## config.mk

```make
export PLATFORM = sky130hd
export DESIGN_NAME = iopmp_entry_mem_ctrl
export DESIGN_NICKNAME = d
export VERILOG_FILES = /design/src/rtl/iopmp_mem_pkg.sv /design/src/rtl/iopmp_mem_port_eng.sv /design/src/rtl/iopmp_entry_mem_ctrl.sv
export SDC_FILE = /design/constraint.sdc
export NUM_CORES = 1
export LEC_CHECK = 0
export BUFFER_PORTS_ARGS = -buffer_cell sky130_fd_sc_hd__buf_2
export CAP_MARGIN = 0
export CORE_AREA = 4 4 223 225
export CTS_CLUSTER_DIAMETER = 60
export CTS_CLUSTER_SIZE = 12
export DETAILED_ROUTE_END_ITERATION = 12
export DIE_AREA = 0 0 227 229
export PLACE_DENSITY = 0.59
export SLEW_MARGIN = 20
export SYNTH_ARGS = -nofsm -noshare
export SYNTH_HDL_FRONTEND = slang
export SYNTH_HIERARCHICAL = 1
export SYNTH_SLANG_ARGS = --single-unit
```

## constraint.sdc

```tcl
create_clock -name clk_i -period 4.5 [get_ports clk_i]
set_clock_uncertainty 0.05 [all_clocks]
set_input_delay 0.45 -clock clk_i [delete_from_list [all_inputs] [get_ports clk_i]]
set_output_delay 0.45 -clock clk_i [all_outputs]
set_load 0.005 [all_outputs]
```

## src/rtl/iopmp_mem_pkg.sv

```systemverilog
`default_nettype none
// +----------------------------------------------------------------------+
// | iopmp_mem_pkg : shared types and byte-merge helper for entry mem ctrl |
// | Revision      : 1.0                                                  |
// +----------------------------------------------------------------------+
package iopmp_mem_pkg;

    typedef enum logic [0:0] {
        IDLE   = 1'b0,
        RMW_WR = 1'b1
    } port_state_e;

    localparam int unsigned MAX_DATA_WIDTH = 1024;

    // Mask is the byte enables expanded to one bit per data bit.
    function automatic logic [MAX_DATA_WIDTH-1:0] merge_bytes(
        input logic [MAX_DATA_WIDTH-1:0] old_word,
        input logic [MAX_DATA_WIDTH-1:0] new_word,
        input logic [MAX_DATA_WIDTH-1:0] bit_mask
    );
        return (new_word & bit_mask) | (old_word & ~bit_mask);
    endfunction

endpackage
`default_nettype wire

```

## src/rtl/iopmp_mem_port_eng.sv

```systemverilog
`default_nettype none
// +----------------------------------------------------------------------+
// | iopmp_mem_port_eng : per-port request FSM, RMW merge and rsp register |
// | Revision           : 1.0                                             |
// +----------------------------------------------------------------------+
module iopmp_mem_port_eng
    import iopmp_mem_pkg::*;
#(
    parameter int unsigned DataWidth = 64,
    parameter int unsigned ByteWidth = 8,
    parameter int unsigned AddrWidth = 10,
    parameter int unsigned BeWidth   = (DataWidth + ByteWidth - 1) / ByteWidth
) (
    input  logic                 clk_i,
    input  logic                 rst_ni,
    input  logic                 req_valid_i,
    output logic                 req_ready_o,
    input  logic                 req_we_i,
    input  logic [AddrWidth-1:0] req_addr_i,
    input  logic [DataWidth-1:0] req_wdata_i,
    input  logic [BeWidth-1:0]   req_be_i,
    input  logic                 block_i,
    output logic                 rsp_valid_o,
    input  logic                 rsp_ready_i,
    output logic [DataWidth-1:0] rsp_rdata_o,
    output logic                 mem_req_o,
    output logic                 mem_we_o,
    output logic [AddrWidth-1:0] mem_addr_o,
    output logic [DataWidth-1:0] mem_wdata_o,
    input  logic [DataWidth-1:0] mem_rdata_i,
    output logic                 rmw_busy_o,
    output logic [AddrWidth-1:0] lock_addr_o
);

    port_state_e          state_q, state_d;
    logic [AddrWidth-1:0] lock_addr_q, lock_addr_d;
    logic [DataWidth-1:0] merged_q, merged_d;
    logic                 rsp_valid_q, rsp_valid_d;
    logic [DataWidth-1:0] rsp_rdata_q, rsp_rdata_d;
    logic [DataWidth-1:0] be_mask;
    logic                 fire;

    for (genvar gi = 0; gi < DataWidth; gi++) begin : g_mask
        assign be_mask[gi] = req_be_i[gi / ByteWidth];
    end

    // Gating with rst_ni keeps every memory-side output low while reset is held.
    assign req_ready_o = rst_ni && (state_q == IDLE) && (!rsp_valid_q || rsp_ready_i) && !block_i;
    assign fire        = req_valid_i && req_ready_o;
    assign rsp_valid_o = rsp_valid_q;
    assign rsp_rdata_o = rsp_rdata_q;
    assign rmw_busy_o  = (state_q == RMW_WR);
    assign lock_addr_o = lock_addr_q;

    always_comb begin
        state_d     = state_q;
        lock_addr_d = lock_addr_q;
        merged_d    = merged_q;
        rsp_valid_d = rsp_valid_q && !rsp_ready_i;
        rsp_rdata_d = rsp_rdata_q;
        mem_req_o   = 1'b0;
        mem_we_o    = 1'b0;
        mem_addr_o  = '0;
        mem_wdata_o = '0;
        case (state_q)
            IDLE: begin
                if (fire) begin
                    if (!req_we_i) begin
                        mem_req_o   = 1'b1;
                        mem_addr_o  = req_addr_i;
                        rsp_valid_d = 1'b1;
                        rsp_rdata_d = mem_rdata_i;
                    end else if (req_be_i == '0) begin
                        rsp_valid_d = 1'b1;
                        rsp_rdata_d = '0;
                    end else if (&req_be_i) begin
                        mem_req_o   = 1'b1;
                        mem_we_o    = 1'b1;
                        mem_addr_o  = req_addr_i;
                        mem_wdata_o = req_wdata_i;
                        rsp_valid_d = 1'b1;
                        rsp_rdata_d = '0;
                    end else begin
                        // Partial write: read now, write the merged word next cycle.
                        mem_req_o   = 1'b1;
                        mem_addr_o  = req_addr_i;
                        lock_addr_d = req_addr_i;
                        merged_d    = DataWidth'(merge_bytes(MAX_DATA_WIDTH'(mem_rdata_i),
                                                             MAX_DATA_WIDTH'(req_wdata_i),
                                                             MAX_DATA_WIDTH'(be_mask)));
                        state_d     = RMW_WR;
                    end
                end
            end
            RMW_WR: begin
                mem_req_o   = 1'b1;
                mem_we_o    = 1'b1;
                mem_addr_o  = lock_addr_q;
                mem_wdata_o = merged_q;
                rsp_valid_d = 1'b1;
                rsp_rdata_d = '0;
                state_d     = IDLE;
            end
            default: state_d = IDLE;
        endcase
    end

    always_ff @(posedge clk_i or negedge rst_ni) begin
        if (!rst_ni) begin
            state_q     <= IDLE;
            lock_addr_q <= '0;
            merged_q    <= '0;
            rsp_valid_q <= 1'b0;
            rsp_rdata_q <= '0;
        end else begin
            state_q     <= state_d;
            lock_addr_q <= lock_addr_d;
            merged_q    <= merged_d;
            rsp_valid_q <= rsp_valid_d;
            rsp_rdata_q <= rsp_rdata_d;
        end
    end

endmodule
`default_nettype wire

```

## src/rtl/iopmp_entry_mem_ctrl.sv

```systemverilog
`default_nettype none
// +----------------------------------------------------------------------+
// | iopmp_entry_mem_ctrl : two-port request controller for entry memory  |
// | Revision             : 1.0                                           |
// +----------------------------------------------------------------------+
module iopmp_entry_mem_ctrl
    import iopmp_mem_pkg::*;
#(
    parameter int unsigned NumWords  = 1024,
    parameter int unsigned DataWidth = 64,
    parameter int unsigned ByteWidth = 8,
    parameter int unsigned AddrWidth = (NumWords > 1) ? $clog2(NumWords) : 1,
    parameter int unsigned BeWidth   = (DataWidth + ByteWidth - 1) / ByteWidth
) (
    input  logic                      clk_i,
    input  logic                      rst_ni,
    input  logic [1:0]                req_valid_i,
    output logic [1:0]                req_ready_o,
    input  logic [1:0]                req_we_i,
    input  logic [1:0][AddrWidth-1:0] req_addr_i,
    input  logic [1:0][DataWidth-1:0] req_wdata_i,
    input  logic [1:0][BeWidth-1:0]   req_be_i,
    output logic [1:0]                rsp_valid_o,
    input  logic [1:0]                rsp_ready_i,
    output logic [1:0][DataWidth-1:0] rsp_rdata_o,
    output logic [1:0]                mem_req_o,
    output logic [1:0]                mem_we_o,
    output logic [1:0][AddrWidth-1:0] mem_addr_o,
    output logic [1:0][DataWidth-1:0] mem_wdata_o,
    input  logic [1:0][DataWidth-1:0] mem_rdata_i
);

    logic [1:0]                rmw_busy;
    logic [1:0][AddrWidth-1:0] lock_addr;
    logic [1:0]                block;

    // Port 0 wins simultaneous same-address writes; a port in RMW_WR locks its address.
    assign block[0] = req_we_i[0] && rmw_busy[1] && (req_addr_i[0] == lock_addr[1]);
    assign block[1] = (req_valid_i[0] && req_we_i[0] && req_we_i[1] &&
                       (req_addr_i[0] == req_addr_i[1])) ||
                      (req_we_i[1] && rmw_busy[0] && (req_addr_i[1] == lock_addr[0]));

    for (genvar gp = 0; gp < 2; gp++) begin : g_port
        iopmp_mem_port_eng #(
            .DataWidth (DataWidth),
            .ByteWidth (ByteWidth),
            .AddrWidth (AddrWidth),
            .BeWidth   (BeWidth)
        ) u_eng (
            .clk_i       (clk_i),
            .rst_ni      (rst_ni),
            .req_valid_i (req_valid_i[gp]),
            .req_ready_o (req_ready_o[gp]),
            .req_we_i    (req_we_i[gp]),
            .req_addr_i  (req_addr_i[gp]),
            .req_wdata_i (req_wdata_i[gp]),
            .req_be_i    (req_be_i[gp]),
            .block_i     (block[gp]),
            .rsp_valid_o (rsp_valid_o[gp]),
            .rsp_ready_i (rsp_ready_i[gp]),
            .rsp_rdata_o (rsp_rdata_o[gp]),
            .mem_req_o   (mem_req_o[gp]),
            .mem_we_o    (mem_we_o[gp]),
            .mem_addr_o  (mem_addr_o[gp]),
            .mem_wdata_o (mem_wdata_o[gp]),
            .mem_rdata_i (mem_rdata_i[gp]),
            .rmw_busy_o  (rmw_busy[gp]),
            .lock_addr_o (lock_addr[gp])
        );
    end

endmodule
`default_nettype wire
```

* After elaboration in Yosys (flattened, before gate mapping) *
Cells that the tools add are included.

word-level totals
  bits in registers = 280
  logic and storage cells = 131
  output and inout port bits = 284

operators by class
  reduce and logical (&&, ||, !) cells = 34
  multiplexer cells = 66
  bitwise gates (word level) = 14
  equality and inequality tests = 7

operators with widths
  cell                                                   count
  two-way mux 64 bit                                     16
  one-hot mux 64 bit (2 select lines)                    4
  AND 64 bit                                             4
  inverter 64 bit                                        2
  OR 64 bit                                              2
  two-way mux 10 bit                                     6
  one-hot mux 10 bit (2 select lines)                    2
  == test 10 bit                                         3
  two-way mux 1 bit                                      30
  logical AND 1 bit                                      17
  zero test 8 bit                                        2
  one-hot mux 1 bit (2 select lines)                     8
  AND reduction 8 bit                                    2
  AND reduction 5 bit                                    2
  inequality test 4 bit, second input constant           2
  zero test 1 bit                                        6
  inverter 1 bit                                         6
  inequality test 2 x 1 -> 1 bit, second input constant  2
  AND reduction 2 bit                                    2
  logical OR 1 bit                                       3

* Longest topological paths before layout *
Gate-level depths: netlist of run 1.

  word-level depth = 9
  gate-level depth with buffers = 10
  mapped depth without buffers = 8

* Hierarchy *
The synthesis of run 1 kept the hierarchy.

by module, submodules not included
  module                sequential area each (um2)  cells each  instances  area each (um2)
  iopmp_mem_port_eng    3503.4                      710         2          8135.3
  iopmp_entry_mem_ctrl  0.0                         43          1          347.8

* Worst setup path before layout of run 1 *
Ideal clock, no wire load.

  path kind = input-to-output
  start point = input port req_addr_i[13] (netlist bit)
  end point = output port mem_wdata_o[100] (netlist bit)
  arrival = 2.116 ns
  buffers on the path = 2
  stages = 10
  slack = 1.884 ns
  cells stage by stage = xor2_1 nor4_1 nand4_1 o41ai_1 nand2b_1 or3_1 nor4_1 buf_2 buf_2 a22o_1

RTL lines
  what             RTL line                    text
  start, declared  iopmp_entry_mem_ctrl.sv:20  input logic [1:0][AddrWidth-1:0] req_addr_i,
  end, declared    iopmp_entry_mem_ctrl.sv:29  output logic [1:0][DataWidth-1:0] mem_wdata_o,

==> impl_summary.txt, run 1 <==
----------------------------------------------------
[Drt]
  Final wirelength ... 62400 um
  Vias/cell ... 5.70
  Mean routed wirelength per cell ... 24.1 um
  # DRC ... 0
  Residual antenna-violating net count after detailed routing ... 0
  Iteration-0 DRC Markers ... 1041
  Number of search-and-repair iterations in the first detailed-routing pass ... 5
  Via count ... 14800

[Clocking]
  Number of buffers added by the clock tree synthesis step ... 36
  Clock tree from TritonCTS ... built
  Clock network latency to the later pin of the worst-skew pair ... 0.52 ns
  CTS HTree Levels ... 2
  Maximum number of buffers from clock root to sink ... 3
  Count of instances resized after the clock tree is built ... 0
  TritonCTS Sinks ... 280
  # Post-CTS Setup Buffers ... 0
  Count of hold-fix buffers inserted at cts ... 1
  Clock input transition at the sequential cells of the worst setup and hold paths ... 0.06 ns
  Cell at the root of the clock tree ... sky130_fd_sc_hd__clkbuf_16

[Global route]
  Total GRT Usage ... 0.226
  Antenna violations before repair ... 8
  Maximum number of pins on one net before global-route repair ... 102
  Vias in the first global route ... 14900
  Global route overflow ... 0
  Global-route wire length before repair ... 93000 um

[Cells and area]
  Fraction of final layout cells sized beyond drive strength 1 ... 0.490
  Final non-filler cell area ... 0.0209 mm^2
  Share of the core filled with cells in the final layout ... 0.440
  Fillers ... 4564
  Number of nets in the finished design ... 2253
  Count of non-filler cells in the finished layout ... 2591
  Area growth from synthesis to layout ... 25.9%
  Sequential cell area in the final layout ... 0.00701 mm^2
  Footprint of the multi-input gates ... between 0.008 and 0.009 mm^2

[Timing]
  Count of pins over their slew limit ... 0
  Clock period minus worst slack ... between 3 and 4 ns
  Setup repair after global routing missed its margin ... no
  Final hold slack ... 0.173 ns
  Highest Clock Rate ... ~0.25 GHz
  Actual slew at the worst max-slew pin ... 0.974 ns
  Hold Violations, Final ... 0
  Final setup viols ... 0
  Rel. slew slack ... 0.349
  Final setup margin ... 0.567 ns
  Final TNS setup ... 0 ns
  Period utilisation layout ... 0.874

[Logic synthesis]
  Average cell area after synthesis ... between 10 and 15 um^2
  Main combinational cell family by area after synthesis ... multiplexers
  Share of the yosys chip area belonging to registers ... 0.422
  Cell area after synthesis ... 0.0166 mm^2
  Proportion of netlist area held by the largest area contributor ... 0.422
  Area fraction in compound gates after synthesis ... 0.187
  Multiplexer fraction of the synthesized cell area ... 0.209
  Count of synthesis-stage warnings from yosys ... 6
  Number of enable flip-flop cells after synthesis ... 0
  Async set or reset register ratio after synthesis ... 1.00
  Flop and latch count out of synthesis ... between 200 and 300
  Post-synthesis xor/xnor area fraction ... 0.0158
  Most area-hungry cell type in the Yosys netlist ... sky130_fd_sc_hd__dfrtp_1
  Dominant synthesized flop cell ... sky130_fd_sc_hd__dfrtp_1
  Gate count after technology mapping ... around 1500
  Post-synthesis adder-cell area fraction ... 0
  Nets in the synthesized netlist ... 1763
  Area contributors post-synth ... sky130_fd_sc_hd__dfrtp_1 42%, sky130_fd_sc_hd__mux2_2 12%, sky130_fd_sc_hd__mux2_4 8.9%
  Basic-gate share of the synthesized area counting and, or, nand and nor cells ... 0.114
  Netlist cell types ... 33

[Min path]
  Hold wc startpoint ... req_addr_i[3]
  Hold Path Sink ... g_port[0].u_eng/lock_addr_o[3]
  Class of the worst hold path ... input port to flip-flop
  Cell depth of the worst hold path ... 2

[Worst setup path]
  Flop2flop setup slack ... roughly 1.3 ns
  Data arrival time of the critical path ... between 3 and 4 ns
  Setup crit start kind ... input port
  CP Data Required Time ... 4.00 ns
  Depth of the worst register-to-register path ... 8
  Capturing element type of the critical path ... primary output
  Capturing point of the worst reg2reg path ... g_port[0].u_eng/merged_q[22]
  Max Fanout on Critical Path ... 54
  Worst flop-to-flop path startpoint ... g_port[1].u_eng/rmw_busy_o
  Start-to-end type of the worst setup path ... input port to primary output

[Die]
  Die outline area ... just over 0.05 mm^2
  X dimension of the die ... 227 um
  Height of the chip ... 229 um
  Effective utilization at floorplan ... 0.350
  Row count ... 80
  Number of primary I/O pins ... 584
  Placeable core area ... 0.0475 mm^2

[Place]
  Port Buffer Count ... just under 600
  Post-detailed-placement cell area ... between 0.015 and 0.02 mm^2
  Sum of net half-perimeters after detailed placement ... 44500 um
  GPL Wtd Cong ... 0.872
  Post-placement worst setup slack ... 0.706 ns
  Cell count after placement ... ~2500

[Pwr]
  Max rail drop VDD ... 0.000226 V
  Leak ... 9.84 nW
  Power density normalized to cell area ... 395 mW/mm^2
  Total Power Consumption ... 8.28 mW

[Run]
  Maximum Capacitance Violations ... 0

[Run status]
  Status ... completed

----------------------------------------------------
-- worst max path at each step --
stage                   start                            to  slack (ns)  cells after the start
6_report               rst_ni              mem_wdata_o[116]        0.57                      8
3_5_place_dp    req_addr_i[3]  g_port[1].u_eng/merged_q[50]        0.71                     11
5_1_grt                rst_ni              mem_wdata_o[117]        0.37                      8
4_1_cts                rst_ni              mem_wdata_o[116]        0.57                      8
2_1_floorplan  req_addr_i[13]              mem_wdata_o[100]        1.88                     10
3_3_place_gp    req_addr_i[3]  g_port[1].u_eng/merged_q[50]        0.73                     11
-- critical path, stage by stage --
cell                            delay (ns)
sky130_fd_sc_hd__dlygate4sd3_1        0.61
sky130_fd_sc_hd__buf_8                0.23
sky130_fd_sc_hd__nand2b_2             0.44
sky130_fd_sc_hd__or3_1                0.55
sky130_fd_sc_hd__nor4_2               0.40
sky130_fd_sc_hd__buf_12               0.31
sky130_fd_sc_hd__a22o_1               0.23
sky130_fd_sc_hd__buf_2                0.14
-- area by class of cell --
type | instances | share of cell area
clock buffers | 41 | 0.0454
flip-flops and latches | 280 | 0.335
inverters | 2 | 0.000359
multi-input cells | 1019 | 0.420
well taps | 615 | 0.0368
repair buffers | 614 | 0.152
diodes | 4 | 0.000478
clock inverters | 16 | 0.00915
-- cell usage after synthesis (3+ instances only) --
| cell type | number |
|---|---|
| sky130_fd_sc_hd__buf_1 | 18 |
| sky130_fd_sc_hd__buf_2 | 34 |
| sky130_fd_sc_hd__or4_1 | 5 |
| sky130_fd_sc_hd__dfrtp_1 | 280 |
| sky130_fd_sc_hd__nand2_1 | 3 |
| sky130_fd_sc_hd__nand2b_1 | 132 |
| sky130_fd_sc_hd__nand4_1 | 7 |
| sky130_fd_sc_hd__buf_12 | 10 |
| sky130_fd_sc_hd__mux2_2 | 178 |
| sky130_fd_sc_hd__a31oi_1 | 128 |
| sky130_fd_sc_hd__or2_2 | 6 |
| sky130_fd_sc_hd__o21bai_1 | 128 |
| sky130_fd_sc_hd__nor3_1 | 5 |
| sky130_fd_sc_hd__a22o_1 | 148 |
| sky130_fd_sc_hd__mux2_4 | 98 |
| sky130_fd_sc_hd__xnor2_1 | 9 |
| sky130_fd_sc_hd__nor4_1 | 133 |
| sky130_fd_sc_hd__clkbuf_1 | 92 |
| sky130_fd_sc_hd__xor2_1 | 21 |
| sky130_fd_sc_hd__buf_4 | 4 |
-- per-layer routing --
layer,up-vias,track usage,wire [um]
met5,-,0,38
met3,99,0.0611,5400
met4,6,0.0720,1730
met2,656,0.364,29200
li1,6605,-,-
met1,7411,0.298,26000
-- power breakdown --
group	internal, mW	total [mW]	switching (mW)
Clock	1.70	2.86	1.16
Sequential	3.07	3.44	0.363
Combinational	1.05	1.98	0.929
Total	5.82	8.28	2.45
-- cells by family (layout without fill, tap and decap cells) --
logic type / after synthesis / count (layout)
compound gates: 411 / 411
flops: 280 / 280
mux: 276 / 276
xor+xnor: 30 / 30
other cells: 0 / 4
simple gates: 302 / 302
buf+inv: 164 / 673
-- flip-flops by register name, indices dropped and copies added (netlist names) --
name and count:
g_port.u_eng/lock_addr_o 20, g_port.u_eng/merged_q 128, g_port.u_eng/rmw_busy_o 2, g_port.u_eng/rsp_rdata_o 128, g_port.u_eng/rsp_valid_o 2
-- cells in the final DEF (no fill, tap or decap), types with 3 or more instances in the layout --
| master | netlist | layout |
|---|---|---|
| sky130_fd_sc_hd__a22o_1 | 148 | 148 |
| sky130_fd_sc_hd__a31oi_1 | 128 | 128 |
| sky130_fd_sc_hd__buf_2 | 34 | 582 |
| sky130_fd_sc_hd__buf_4 | 4 | 27 |
| sky130_fd_sc_hd__bufinv_16 | 0 | 3 |
| sky130_fd_sc_hd__clkbuf_1 | 92 | 3 |
| sky130_fd_sc_hd__clkbuf_16 | 0 | 37 |
| sky130_fd_sc_hd__clkinv_2 | 0 | 4 |
| sky130_fd_sc_hd__clkinv_4 | 0 | 3 |
| sky130_fd_sc_hd__dfrtp_1 | 280 | 278 |
| sky130_fd_sc_hd__diode_2 | 0 | 4 |
| sky130_fd_sc_hd__mux2_2 | 178 | 178 |
| sky130_fd_sc_hd__mux2_4 | 98 | 98 |
| sky130_fd_sc_hd__nand2b_1 | 132 | 128 |
| sky130_fd_sc_hd__nand2b_2 | 0 | 4 |
| sky130_fd_sc_hd__nand4_1 | 7 | 7 |
| sky130_fd_sc_hd__nor3_1 | 5 | 3 |
| sky130_fd_sc_hd__nor4_1 | 133 | 131 |
| sky130_fd_sc_hd__nor4_2 | 1 | 3 |
| sky130_fd_sc_hd__o21bai_1 | 128 | 128 |
| sky130_fd_sc_hd__or2_2 | 6 | 6 |
| sky130_fd_sc_hd__or4_1 | 5 | 5 |
| sky130_fd_sc_hd__xnor2_1 | 9 | 9 |
| sky130_fd_sc_hd__xor2_1 | 21 | 21 |
Note: power is estimated with default switching activity, not from simulation.
==> run 2: changes to the inputs <==
--- a/config.mk
+++ b/config.mk
@@ -7,12 +7,14 @@
 export LEC_CHECK = 0
 export BUFFER_PORTS_ARGS = -buffer_cell sky130_fd_sc_hd__buf_2
 export CAP_MARGIN = 0
+export CELL_PAD_IN_SITES_DETAIL_PLACEMENT = 0
+export CELL_PAD_IN_SITES_GLOBAL_PLACEMENT = 1
 export CORE_AREA = 4 4 223 225
 export CTS_CLUSTER_DIAMETER = 60
 export CTS_CLUSTER_SIZE = 12
 export DETAILED_ROUTE_END_ITERATION = 12
 export DIE_AREA = 0 0 227 229
-export PLACE_DENSITY = 0.59
+export PLACE_DENSITY = 0.78
 export SLEW_MARGIN = 20
 export SYNTH_ARGS = -nofsm -noshare
 export SYNTH_HDL_FRONTEND = slang
==> run 2 against run 1 <==
Against the previous run:
- routed wire length fell by 1.2%
- largest power group unchanged
- sequential power barely moved
- die area did not move
- flip-flop and latch count did not move
- cell count barely moved
- maximum frequency rose by 0.31%
- total power rose by 0.84%
- via count fell by 0.18%
==> impl_summary.txt, run 2 (same netlist as run 1, synthesis figures left out) <==
----------------------------------------------------
[Worst setup path]
  Setup crit start kind ... flip-flop
  Start-to-end type of the worst setup path ... flip-flop to primary output
  Critical-path cell list ... nand3_1 > or4_1 > nor4_2 > nand2b_2 > or3_1 > nor4_2 > buf_12 > or2_2 > buf_2
  Data arrival time of the critical path ... around 3.4 ns
  Worst flop-to-flop path startpoint ... g_port[1].u_eng/rmw_busy_o
  Max Fanout on Critical Path ... 65
  Depth of the worst register-to-register path ... 8
  Cell with the largest stage delay on the worst path ... sky130_fd_sc_hd__dfrtp_4
  Capturing point of the worst reg2reg path ... g_port[0].u_eng/merged_q[24]
  Capturing element type of the critical path ... primary output
  Flop2flop setup slack ... 0.94 ns
  Crit-path max cell delay ... 0.66 ns
  Most frequent cell on the critical path ... sky130_fd_sc_hd__nor4_2
  CP Data Required Time ... 4.00 ns

[Clocking]
  TritonCTS Sinks ... 280
  CTS HTree Levels ... 2
  Count of hold-fix buffers inserted at cts ... 1
  Number of buffers added by the clock tree synthesis step ... 36
  Maximum number of buffers from clock root to sink ... 3
  Count of instances resized after the clock tree is built ... 0
  Clock tree from TritonCTS ... built
  Clock input transition at the sequential cells of the worst setup and hold paths ... 0.06 ns
  # Post-CTS Setup Buffers ... 0
  Clock network latency to the later pin of the worst-skew pair ... 0.53 ns
  Cell at the root of the clock tree ... sky130_fd_sc_hd__clkbuf_16

[Timing]
  Final setup viols ... 0
  Hold Violations, Final ... 0
  Clock period minus worst slack ... roughly 3.9 ns
  Highest Clock Rate ... about 0.26 GHz
  Count of pins over their slew limit ... 0
  Period utilisation layout ... 0.871
  Actual slew at the worst max-slew pin ... 0.996 ns
  Final setup margin ... 0.579 ns
  Final TNS setup ... 0 ns
  Setup repair after global routing missed its margin ... no
  Rel. slew slack ... 0.336

[Global route]
  Global route overflow ... 0
  Antenna violations before repair ... 9
  Vias in the first global route ... around 15000
  Total GRT Usage ... 0.224
  Maximum number of pins on one net before global-route repair ... between 100 and 150
  Global-route wire length before repair ... 92200 um

[Min path]
  Hold wc startpoint ... req_addr_i[17]
  Class of the worst hold path ... input port to flip-flop
  Cell depth of the worst hold path ... 2
  Hold Path Sink ... g_port[1].u_eng/lock_addr_o[7]

[Run status]
  Status ... completed

[Pwr]
  Leak ... between 9 and 10 nW
  Max rail drop VDD ... 0.000242 V
  Total Power Consumption ... 8.34 mW
  Power density normalized to cell area ... ~400 mW/mm^2

[Run]
  Maximum Capacitance Violations ... 0

[Drt]
  Vias/cell ... 5.70
  Number of search-and-repair iterations in the first detailed-routing pass ... 7
  Mean routed wirelength per cell ... 23.8 um
  Residual antenna-violating net count after detailed routing ... 0
  Iteration-0 DRC Markers ... 1093
  # DRC ... 0
  Final wirelength ... 61600 um
  Via count ... between 10000 and 15000

[Place]
  Post-placement worst setup slack ... 0.868 ns
  Post-detailed-placement cell area ... around 0.020 mm^2
  Sum of net half-perimeters after detailed placement ... 44000 um
  Port Buffer Count ... approximately 580
  GPL Wtd Cong ... 0.862

[Die]
  Row count ... 80
  Placeable core area ... ~0.048 mm^2
  Height of the chip ... between 200 and 250 um
  Effective utilization at floorplan ... 0.350
  Number of primary I/O pins ... between 500 and 600
  Die outline area ... approximately 0.052 mm^2
  X dimension of the die ... about 230 um

[Cells and area]
  Final non-filler cell area ... 0.0209 mm^2
  Fraction of final layout cells sized beyond drive strength 1 ... 0.490
  Number of nets in the finished design ... 2250
  Area growth from synthesis to layout ... 26.0%
  Top library cells by usage in the layout, fill and taps aside ... 582 x sky130_fd_sc_hd__buf_2, 278 x sky130_fd_sc_hd__dfrtp_1, 178 x sky130_fd_sc_hd__mux2_2
  Most common cell after layout, fill and taps aside ... sky130_fd_sc_hd__buf_2

----------------------------------------------------
[run 2: cell count changes in the layout (fill, tap and decap cells not counted), moves of 2 or more]
cell,change
sky130_fd_sc_hd__buf_4,-2
sky130_fd_sc_hd__clkbuf_1,+3
sky130_fd_sc_hd__clkbuf_8,+3
sky130_fd_sc_hd__clkinvlp_4,-2
sky130_fd_sc_hd__diode_2,-3
[run 2: per-layer routing]
| layer | vias to the layer above | wire (um) | global-route usage |
|---|---|---|---|
| met5 | - | 84 | 0 |
| met4 | 14 | 1870 | 0.0738 |
| met3 | 102 | 5530 | 0.0666 |
| met2 | 637 | 28200 | 0.353 |
| met1 | 7408 | 25900 | 0.295 |
| li1 | 6589 | - | - |
[run 2: power by group]
| part | switching (mW) | internal, mW | total (mW) |
|---|---|---|---|
| combinational | 0.945 | 1.05 | 1.99 |
| sequential | 0.355 | 3.07 | 3.43 |
| clock | 1.16 | 1.76 | 2.92 |
| total | 2.46 | 5.88 | 8.34 |
[run 2: worst max-delay path by stage]
stage                                    from                            to  cells past startpoint
2_1_floorplan                  req_addr_i[13]              mem_wdata_o[100]                     10
4_1_cts            g_port[1].u_eng/rmw_busy_o                 mem_addr_o[9]                      8
5_1_grt        g_port[0].u_eng/lock_addr_o[4]               mem_wdata_o[88]                     10
3_5_place_dp                    req_addr_i[3]  g_port[0].u_eng/merged_q[31]                     10
3_3_place_gp                    req_addr_i[5]  g_port[0].u_eng/merged_q[27]                     10
6_report           g_port[1].u_eng/rmw_busy_o                   mem_we_o[0]                      9
[run 2: stage by stage]
step	hold slack [ns]	std cells	utilization
5_1_grt	0.149	2589	0.440
6_report	0.177	2589	0.440
3_3_place_gp	0.256	2526	0.415
3_5_place_dp	0.257	2526	0.415
4_1_cts	0.131	2588	0.440
2_1_floorplan	0.104	1463	-
[run 2: critical path, delay by kind of cell (launching register included)]
kind,cells,cell delay (ns)
buffers and inverters,2,0.33
and+or+nand+nor,7,1.88
DFF,1,0.66
[run 2: area by class of cell]
cell class / count / area [um^2]
Antenna cell: 1 / 2.50
Clock buffer: 47 / 1000
Clock inverter: 14 / 179
Fill cell: 4536 / 26600
Inverter: 2 / 7.51
Multi-Input combinational cell: 1019 / 8800
Sequential cell: 280 / 7010
Tap cell: 615 / 769
Timing Repair Buffer: 611 / 3170
